File: config.mk
export PLATFORM = sky130hd
export DESIGN_NAME = tt_sample_driver
export DESIGN_NICKNAME = d
export VERILOG_FILES = /design/src/rtl/tt_link_pkg.sv /design/src/rtl/tt_sample_driver.sv
export SDC_FILE = /design/constraint.sdc
export NUM_CORES = 1
export LEC_CHECK = 0
export ABC_CLOCK_PERIOD_IN_PS = 6350
export BUFFER_PORTS_ARGS = -buffer_cell sky130_fd_sc_hd__buf_2
export CELL_PAD_IN_SITES_DETAIL_PLACEMENT = 2
export CELL_PAD_IN_SITES_GLOBAL_PLACEMENT = 2
export CORE_MARGIN = 2
export CORE_UTILIZATION = 35
export CTS_CLUSTER_DIAMETER = 80
export DETAILED_ROUTE_END_ITERATION = 8
export GPL_TIMING_DRIVEN = 0
export PLACE_DENSITY = 0.93
export SYNTH_ARGS = -nofsm -noshare
export SYNTH_HDL_FRONTEND = slang
export SYNTH_SLANG_ARGS = --single-unit
File: constraint.sdc
create_clock -name clk -period 6.35 [get_ports clk]
set_clock_uncertainty 0.1 [all_clocks]
set_input_delay 1.27 -clock clk [delete_from_list [all_inputs] [get_ports clk]]
set_output_delay 1.27 -clock clk [all_outputs]
set_load 0.005 [all_outputs]
File: src/rtl/tt_link_pkg.sv
// Shared constants and state encoding for the Tiny Tapeout spike-detector link.
// Used by the sample driver and by the tile model in the bench.
package tt_link_pkg;

    typedef enum logic [2:0] {
        ST_IDLE,
        ST_MSB_STB,
        ST_MSB_HOLD,
        ST_LSB_STB,
        ST_LSB_HOLD,
        ST_WAIT,
        ST_SCAN,
        ST_RESULT
    } state_t;

    localparam int STROBE_BIT = 2;
    localparam int SEL_W      = 2;
    localparam int SAMPLE_W   = 16;
    localparam int BYTE_W     = 8;

endpackage

File: src/rtl/tt_sample_driver.sv
// Serialises 16-bit samples onto the tile byte-strobe protocol, scans the
// channel selects after a processing wait, and returns the captured bytes.
module tt_sample_driver
    import tt_link_pkg::*;
#(
    parameter int NUM_UNITS      = 4,
    parameter int PROCESS_CYCLES = 2,
    parameter int SETTLE_CYCLES  = 1
) (
    input  logic                        clk,
    input  logic                        rst,
    input  logic                        s_valid,
    output logic                        s_ready,
    input  logic [SAMPLE_W-1:0]         s_data,
    output logic [BYTE_W-1:0]           tt_ui_in,
    output logic [BYTE_W-1:0]           tt_uio_in,
    input  logic [BYTE_W-1:0]           tt_uo_out,
    output logic                        r_valid,
    input  logic                        r_ready,
    output logic [BYTE_W*NUM_UNITS-1:0] r_data,
    output logic                        busy
);

    // One down-counter serves both the processing wait and the per-channel settle.
    localparam int CNT_MAX = (PROCESS_CYCLES > SETTLE_CYCLES) ? PROCESS_CYCLES : SETTLE_CYCLES;
    localparam int CNT_W   = (CNT_MAX < 2) ? 1 : $clog2(CNT_MAX);
    localparam logic [CNT_W-1:0] WAIT_LOAD   = CNT_W'((PROCESS_CYCLES > 0) ? PROCESS_CYCLES - 1 : 0);
    localparam logic [CNT_W-1:0] SETTLE_LOAD = CNT_W'(SETTLE_CYCLES - 1);
    localparam logic [SEL_W-1:0] LAST_CH     = SEL_W'(NUM_UNITS - 1);

    state_t                        state_q, state_d;
    logic [CNT_W-1:0]              cnt_q, cnt_d;
    logic [SEL_W-1:0]              ch_q, ch_d;
    logic [SAMPLE_W-1:0]           data_q, data_d;
    logic [BYTE_W-1:0]             ui_q, ui_d;
    logic [BYTE_W-1:0]             uio_q, uio_d;
    logic [BYTE_W*NUM_UNITS-1:0]   r_data_q, r_data_d;
    logic                          r_valid_q, r_valid_d;
    logic                          busy_q, busy_d;
    logic                          s_ready_q, s_ready_d;

    always_comb begin
        state_d  = state_q;
        cnt_d    = cnt_q;
        ch_d     = ch_q;
        data_d   = data_q;
        r_data_d = r_data_q;
        case (state_q)
            ST_IDLE: begin
                if (s_valid && s_ready_q) begin
                    data_d  = s_data;
                    state_d = ST_MSB_STB;
                end
            end
            ST_MSB_STB:  state_d = ST_MSB_HOLD;
            ST_MSB_HOLD: state_d = ST_LSB_STB;
            ST_LSB_STB:  state_d = ST_LSB_HOLD;
            ST_LSB_HOLD: begin
                if (PROCESS_CYCLES == 0) begin
                    state_d = ST_SCAN;
                    cnt_d   = SETTLE_LOAD;
                    ch_d    = '0;
                end else begin
                    state_d = ST_WAIT;
                    cnt_d   = WAIT_LOAD;
                end
            end
            ST_WAIT: begin
                if (cnt_q == '0) begin
                    state_d = ST_SCAN;
                    cnt_d   = SETTLE_LOAD;
                    ch_d    = '0;
                end else begin
                    cnt_d = cnt_q - CNT_W'(1);
                end
            end
            ST_SCAN: begin
                if (cnt_q != '0) begin
                    cnt_d = cnt_q - CNT_W'(1);
                end else begin
                    r_data_d[int'(ch_q)*BYTE_W +: BYTE_W] = tt_uo_out;
                    if (ch_q == LAST_CH) begin
                        state_d = ST_RESULT;
                    end else begin
                        ch_d  = ch_q + SEL_W'(1);
                        cnt_d = SETTLE_LOAD;
                    end
                end
            end
            ST_RESULT: begin
                if (r_valid_q && r_ready) begin
                    state_d = ST_IDLE;
                end
            end
            default: state_d = ST_IDLE;
        endcase
    end

    // Outputs are registered from the next state so they line up with the state they describe.
    always_comb begin
        ui_d  = '0;
        uio_d = uio_q;
        case (state_d)
            ST_MSB_STB: begin
                ui_d[STROBE_BIT] = 1'b1;
                uio_d            = data_d[SAMPLE_W-1 -: BYTE_W];
            end
            ST_LSB_STB: begin
                ui_d[STROBE_BIT] = 1'b1;
                uio_d            = data_d[BYTE_W-1:0];
            end
            ST_SCAN: ui_d[SEL_W-1:0] = ch_d;
            default: ui_d = '0;
        endcase
        r_valid_d = (state_d == ST_RESULT);
        busy_d    = (state_d != ST_IDLE);
        // Ready only after a full cycle in IDLE, so a returning result leaves one gap cycle.
        s_ready_d = (state_q == ST_IDLE) && (state_d == ST_IDLE);
    end

    always_ff @(posedge clk or posedge rst) begin
        if (rst) begin
            state_q   <= ST_IDLE;
            cnt_q     <= '0;
            ch_q      <= '0;
            data_q    <= '0;
            ui_q      <= '0;
            uio_q     <= '0;
            r_data_q  <= '0;
            r_valid_q <= 1'b0;
            busy_q    <= 1'b0;
            s_ready_q <= 1'b0;
        end else begin
            state_q   <= state_d;
            cnt_q     <= cnt_d;
            ch_q      <= ch_d;
            data_q    <= data_d;
            ui_q      <= ui_d;
            uio_q     <= uio_d;
            r_data_q  <= r_data_d;
            r_valid_q <= r_valid_d;
            busy_q    <= busy_d;
            s_ready_q <= s_ready_d;
        end
    end

    assign s_ready   = s_ready_q;
    assign tt_ui_in  = ui_q;
    assign tt_uio_in = uio_q;
    assign r_valid   = r_valid_q;
    assign r_data    = r_data_q;
    assign busy      = busy_q;

endmodule

==> results.cfg, run 1 <==
[run_status]
status = completed

[clock_tree]
cts_resized = 0
hold_buffers = 0
cts_made_buffers = 9
clock_latency_ns = 0.34
clock-sinks = 68
cts_buffer_depth = 2
cts_tree = built
cts_max_level = 3
post-cts-setup-buffers = 0
clk_pin_slew_worst_paths_ns = 0.07
cts-root-buf = clkbuf_8

[sta]
setup_violations = 0
hold_viol = 0
period_minus_slack_ns = 2.676
min_period_over_period_pct = 42.14
worstMarginPinSlew_ns = 1.011
rsz0062_at_grt = false
setup_slack_ns = 3.674
slew_headroom_pct = 32.46
drv_slew = 0
tns_ns = 0
fmax_mhz = 373.7

[placement]
post-dp-hpwl_um = 6616
gp_congestion = 0.7529
preCtsSetupSlack_ns = 3.307
io_buffers = 73

[power]
irDropWorstVdd_mv = 0.1459
leakage_nw = 1.950
powerDensity_mw_per_mm2 = 415.2

[worst_setup_path]
crit_required_ns = 6.47
worstPathArrival_ns = 2.80
path_class = in -> reg
cp-startpoint = r_ready
cp_max_fo = 9
worstSetupStartpointType = input port
cp-end-kind = flip-flop
r2r-start = ch_q[0]

[yosys]
yosysSeqAreaShare_pct = 54.77
synth_area_leaders = dfrtp_1, nand2_1, mux4_2, o21ai_0, mux2_4
synth_edf_count = 0
ys.flop_type = dfrtp_1
synthArstFlopShare_pct = 100.0
yosys-top-cells-count = nand2_1, dfrtp_1, o21ai_0, mux2_4, mux4_2
synth_top_area_share_pct = 54.77
ys_seq_elements = 68
post-synth-top-area-cell = dfrtp_1
syn-cell-area_mm2 = 0.003107
yosysMostFrequentCell = nand2_1
avgSynthCellArea_um2 = 10.19
syn_inst = 305
yosysWarningCount = 0
yosysUniqueCellTypes = 33

[floorplan]
coreArea_mm2 = 0.008678
core.rowCount = 34
die_h_um = 98.22
dieArea_mm2 = 0.009646
start_util_pct = 35.80
fp.dieW_um = 98.22
io_pins = 79

[drt]
drt-wirelength-per-cell_um = 17.48
drtIter0Drc = 63
drc = 0
viasPerCell = 4.970
num_vias = 2510
antenna_left = 0
drtPass1Iterations = 4
wirelength_um = 8829

[hold_path]
hold_path_startpoint = r_data[29]
holdCritPathClass = reg -> reg

[layout]
layout-drive-gt1-share_pct = 29.72
area_growth_pct = 22.11
antenna_cells = 0
fin_nets = 428

[global_route]
antenna_found_initial = 0
grt_use_total_pct = 19.35
grt-ovfl-total = 0
grt_pass1_wl_um = 14710
grt_max_degree = 69
grt_pass1_vias = 2801

[job]
drv_cap = 0
power by group:
part	total [mW]	switching (mW)	internal (mW)
clock	0.317	0.157	0.160
combinational	0.611	0.350	0.261
sequential	0.648	0.0868	0.561
total	1.58	0.593	0.982
flip-flops by register name (all words and copies together) (netlist names):
name       flops
r_data        32
data_q        16
tt_uio_in      8
state_q        3
tt_ui_in       3
ch_q           2
busy           1
cnt_q          1
r_valid        1
s_ready        1
logic make-up after synthesis:
kind of cell / after synthesis / share of synthesized area (%)
AOI/OAI and AO/OA: 50 / 9.545
buffers and inverters: 20 / 3.503
other: 1 / 0.1207
DFF: 68 / 54.77
adders and majority gates: 7 / 2.819
muxes: 16 / 9.666
and+or+nand+nor: 143 / 19.57
layout make-up:
class                   instances  area (um^2)
inverters                       4        17.52
well taps                     108        135.1
clock inverters                 2        10.01
plain buffers                  16        93.84
multi-input cells             221         1311
fillers                       968         4885
clock buffers                  13        158.9
repair buffers                 73        365.4
flip-flops and latches         68         1702
metal layers:
metal / track usage [%] / share of wire (%) / vias to the layer above
met3: 4.223 / 4.9 / 8
met2: 33.88 / 51 / 68
li1: - / - / 1181
met1: 23.74 / 42 / 1253
met4: 6.533 / 1.3 / 0
met5: 0 / 0 / -
critical path, cell delays in order:
cell and delay, ns:
buf_2 0.10, and2_1 0.17, o221ai_2 0.57, mux4_2 0.41
mux2_4 0.27
through the flow:
step	instances	hold slack [ns]	utilization, %	power (mW)	area (um^2)
detailed placement	490	0.3647	41.77	1.274	3625
global placement	490	0.3521	41.74	1.223	3622
floorplan	309	0.3403	-	1.021	3122
CTS	505	0.3826	43.71	1.601	3794
finish	505	0.3784	43.71	1.575	3794
global route	505	0.3895	43.71	1.702	3794
path summary, 6_finish.rpt:
path | end | slack [ns] | cells after the start
worst min register to register | r_data[29] | 0.38 | 2
min in group asynchronous | r_data[21] | 1.03 | 2
worst max-delay path | tt_uio_in[7] | 3.67 | 5
worst min-delay path | r_data[29] | 0.38 | 2
max in group asynchronous | state_q[2] | 4.57 | 2
worst max register to register | r_data[23] | 3.97 | 5
layout by cell type (no fill, tap or decap), drive strengths merged:
master   instances
a21bo            1
a21boi           1
a21oi            3
a222oi           1
a22o             4
a2bb2oi          1
and2             2
and3             4
and4bb           1
buf             83
clkbuf          19
clkinv           2
conb             5
dfrtp           68
ha               7
inv              4
mux2             8
mux4             8
nand2          121
nand2b           2
nand3            2
nor2             3
nor2b            2
nor3             3
nor3b            3
o21a             1
o21ai           36
o21bai           1
o221ai           1
Note: power is estimated with default switching activity, not from simulation.
==> run 2: changes to the inputs <==
- ABC_CLOCK_PERIOD_IN_PS: 6350 -> 2700
- CORE_UTILIZATION: 35 -> 32
- PLACE_DENSITY: 0.93 -> 0.87
- clock period: 6.35 -> 2.7 ns (I/O delays scaled with it)
==> run 2 against run 1 <==
Against the previous run: clock power rose to 3.0 times the previous value; final area up 2.0%; sequential share of layout area down 0.87 points; critical path depth unchanged; total power up 150%; register-to-register slack got worse by 3.6 ns; die area increased by 9.0%; worst setup slack lost 3.3 ns; via count rose by 1.7%; final cell count grew 4.4%; hold slack worse by 0.097 ns; core utilization down 2.2 points.
==> results.cfg, run 2 (synthesis gave the netlist of run 1 again) <==
[run_status]
status = completed

[layout]
fin_cells = 527
final_cell_mix = nand2_1, buf_2, dfrtp_1
antenna_cells = 0
mostFrequentLayoutCell = nand2_1
fin_nets = 428
num-fill-cells = 1056
layout-drive-gt1-share_pct = 29.90
area_growth_pct = 24.53
regArea_mm2 = 0.001702
fin_area_mm2 = 0.003869
largest_register_ff_count = 32
multiInputGateArea_mm2 = 0.001311

[drt]
num_vias = 2553
drtPass1Iterations = 4
drt-wirelength-per-cell_um = 16.66
drc = 0
viasPerCell = 4.844
wirelength_um = 8782
drtIter0Drc = 54
antenna_left = 0

[worst_setup_path]
worstSetupStartpointType = flip-flop
cp.depth = 5
crit_path_cell_trace = inv_1, ha_1, nor3b_1, nand2_1, o21ai_0
crit_family = simple AND/OR/NAND/NOR gates
crit_required_ns = 2.85
max_stage_delay_ns = 0.80
worstPathArrival_ns = 2.51
crit_buf_inv = 1
path_class = reg -> reg
cp-end-kind = flip-flop
slowest_stage = nor3b_1
cp_max_fo = 8
r2r_cells = 5

[floorplan]
die_h_um = 102.5
io_pins = 79
coreArea_mm2 = 0.009328
fp.dieW_um = 102.5
core.rowCount = 35
start_util_pct = 33.31
dieArea_mm2 = 0.01051

[clock_tree]
cts-root-buf = clkbuf_8
clock-sinks = 68
cts_resized = 0
cts_buffer_depth = 2
cts_tree = built
clk_pin_slew_worst_paths_ns = 0.08
clock_latency_ns = 0.34
cts_max_level = 3
post-cts-setup-buffers = 0
hold_buffers = 0
cts_made_buffers = 9

[sta]
setup_slack_ns = 0.3492
fmax_mhz = 425.4
drv_slew = 0
period_minus_slack_ns = 2.351
tns_ns = 0
worstMarginPinSlew_ns = 0.9825
setup_violations = 0
slew_headroom_pct = 34.36
min_period_over_period_pct = 87.07
hold_viol = 0
rsz0062_at_grt = false

[job]
drv_cap = 0

[power]
leakage_nw = 1.968
power_mw = 3.898
powerDensity_mw_per_mm2 = 1008
irDropWorstVdd_mv = 0.2577

[placement]
preCtsSetupSlack_ns = 0.3424
io_buffers = 73
place_inst = 511
place_area_mm2 = 0.003651
gp_congestion = 0.7516
post-dp-hpwl_um = 6465

[global_route]
grt_util_met1_pct = 21.62
grt_max_degree = 69
busiest_layer = met2
grt_pass1_vias = 2869
antenna_found_initial = 0
grt_util_met2_pct = 32.28
grt_use_total_pct = 18.14
use_met3_pct = 3.932
grt-ovfl-total = 0
grt_pass1_wl_um = 14520

[hold_path]
holdCritPathClass = in -> async
-- run 2: final timing paths --
kind                            from            to  slack (ns)
min in group clk           s_data[7]     data_q[7]        0.30
min                              rst  tt_uio_in[2]        0.28
min reg2reg                r_data[8]     r_data[8]        0.37
max in group asynchronous        rst    data_q[14]        1.66
max                          ch_q[0]     r_data[5]        0.35
max reg2reg                  ch_q[0]     r_data[5]        0.35
-- run 2: final cells by class --
| class | count | share of cell area, % |
|---|---|---|
| Clock buffer | 12 | 3.752 |
| Buffer | 16 | 2.426 |
| Sequential cell | 68 | 43.98 |
| Timing Repair Buffer | 73 | 9.444 |
| Tap cell | 129 | 4.172 |
| Multi-Input combinational cell | 221 | 33.89 |
| Inverter | 4 | 0.4528 |
| Clock inverter | 4 | 1.876 |
-- run 2: metal layers --
metal / vias to the layer above / wire (um)
met3: 16 / 451
li1: 1185 / -
met1: 1266 / 3721
met4: 0 / 149
met5: - / 0
met2: 86 / 4460
-- run 2: metrics by stage --
stage | util, % | hold slack (ns)
floorplan | - | 0.3403
global placement | 39.11 | 0.3525
detailed placement | 39.14 | 0.3647
CTS | 41.48 | 0.2851
global route | 41.48 | 0.3005
finish | 41.48 | 0.2818
-- run 2: power breakdown --
| group | total, mW | switching, mW | internal [mW] |
|---|---|---|---|
| Combinational | 1.44 | 0.824 | 0.613 |
| Clock | 0.940 | 0.395 | 0.545 |
| Sequential | 1.52 | 0.202 | 1.32 |
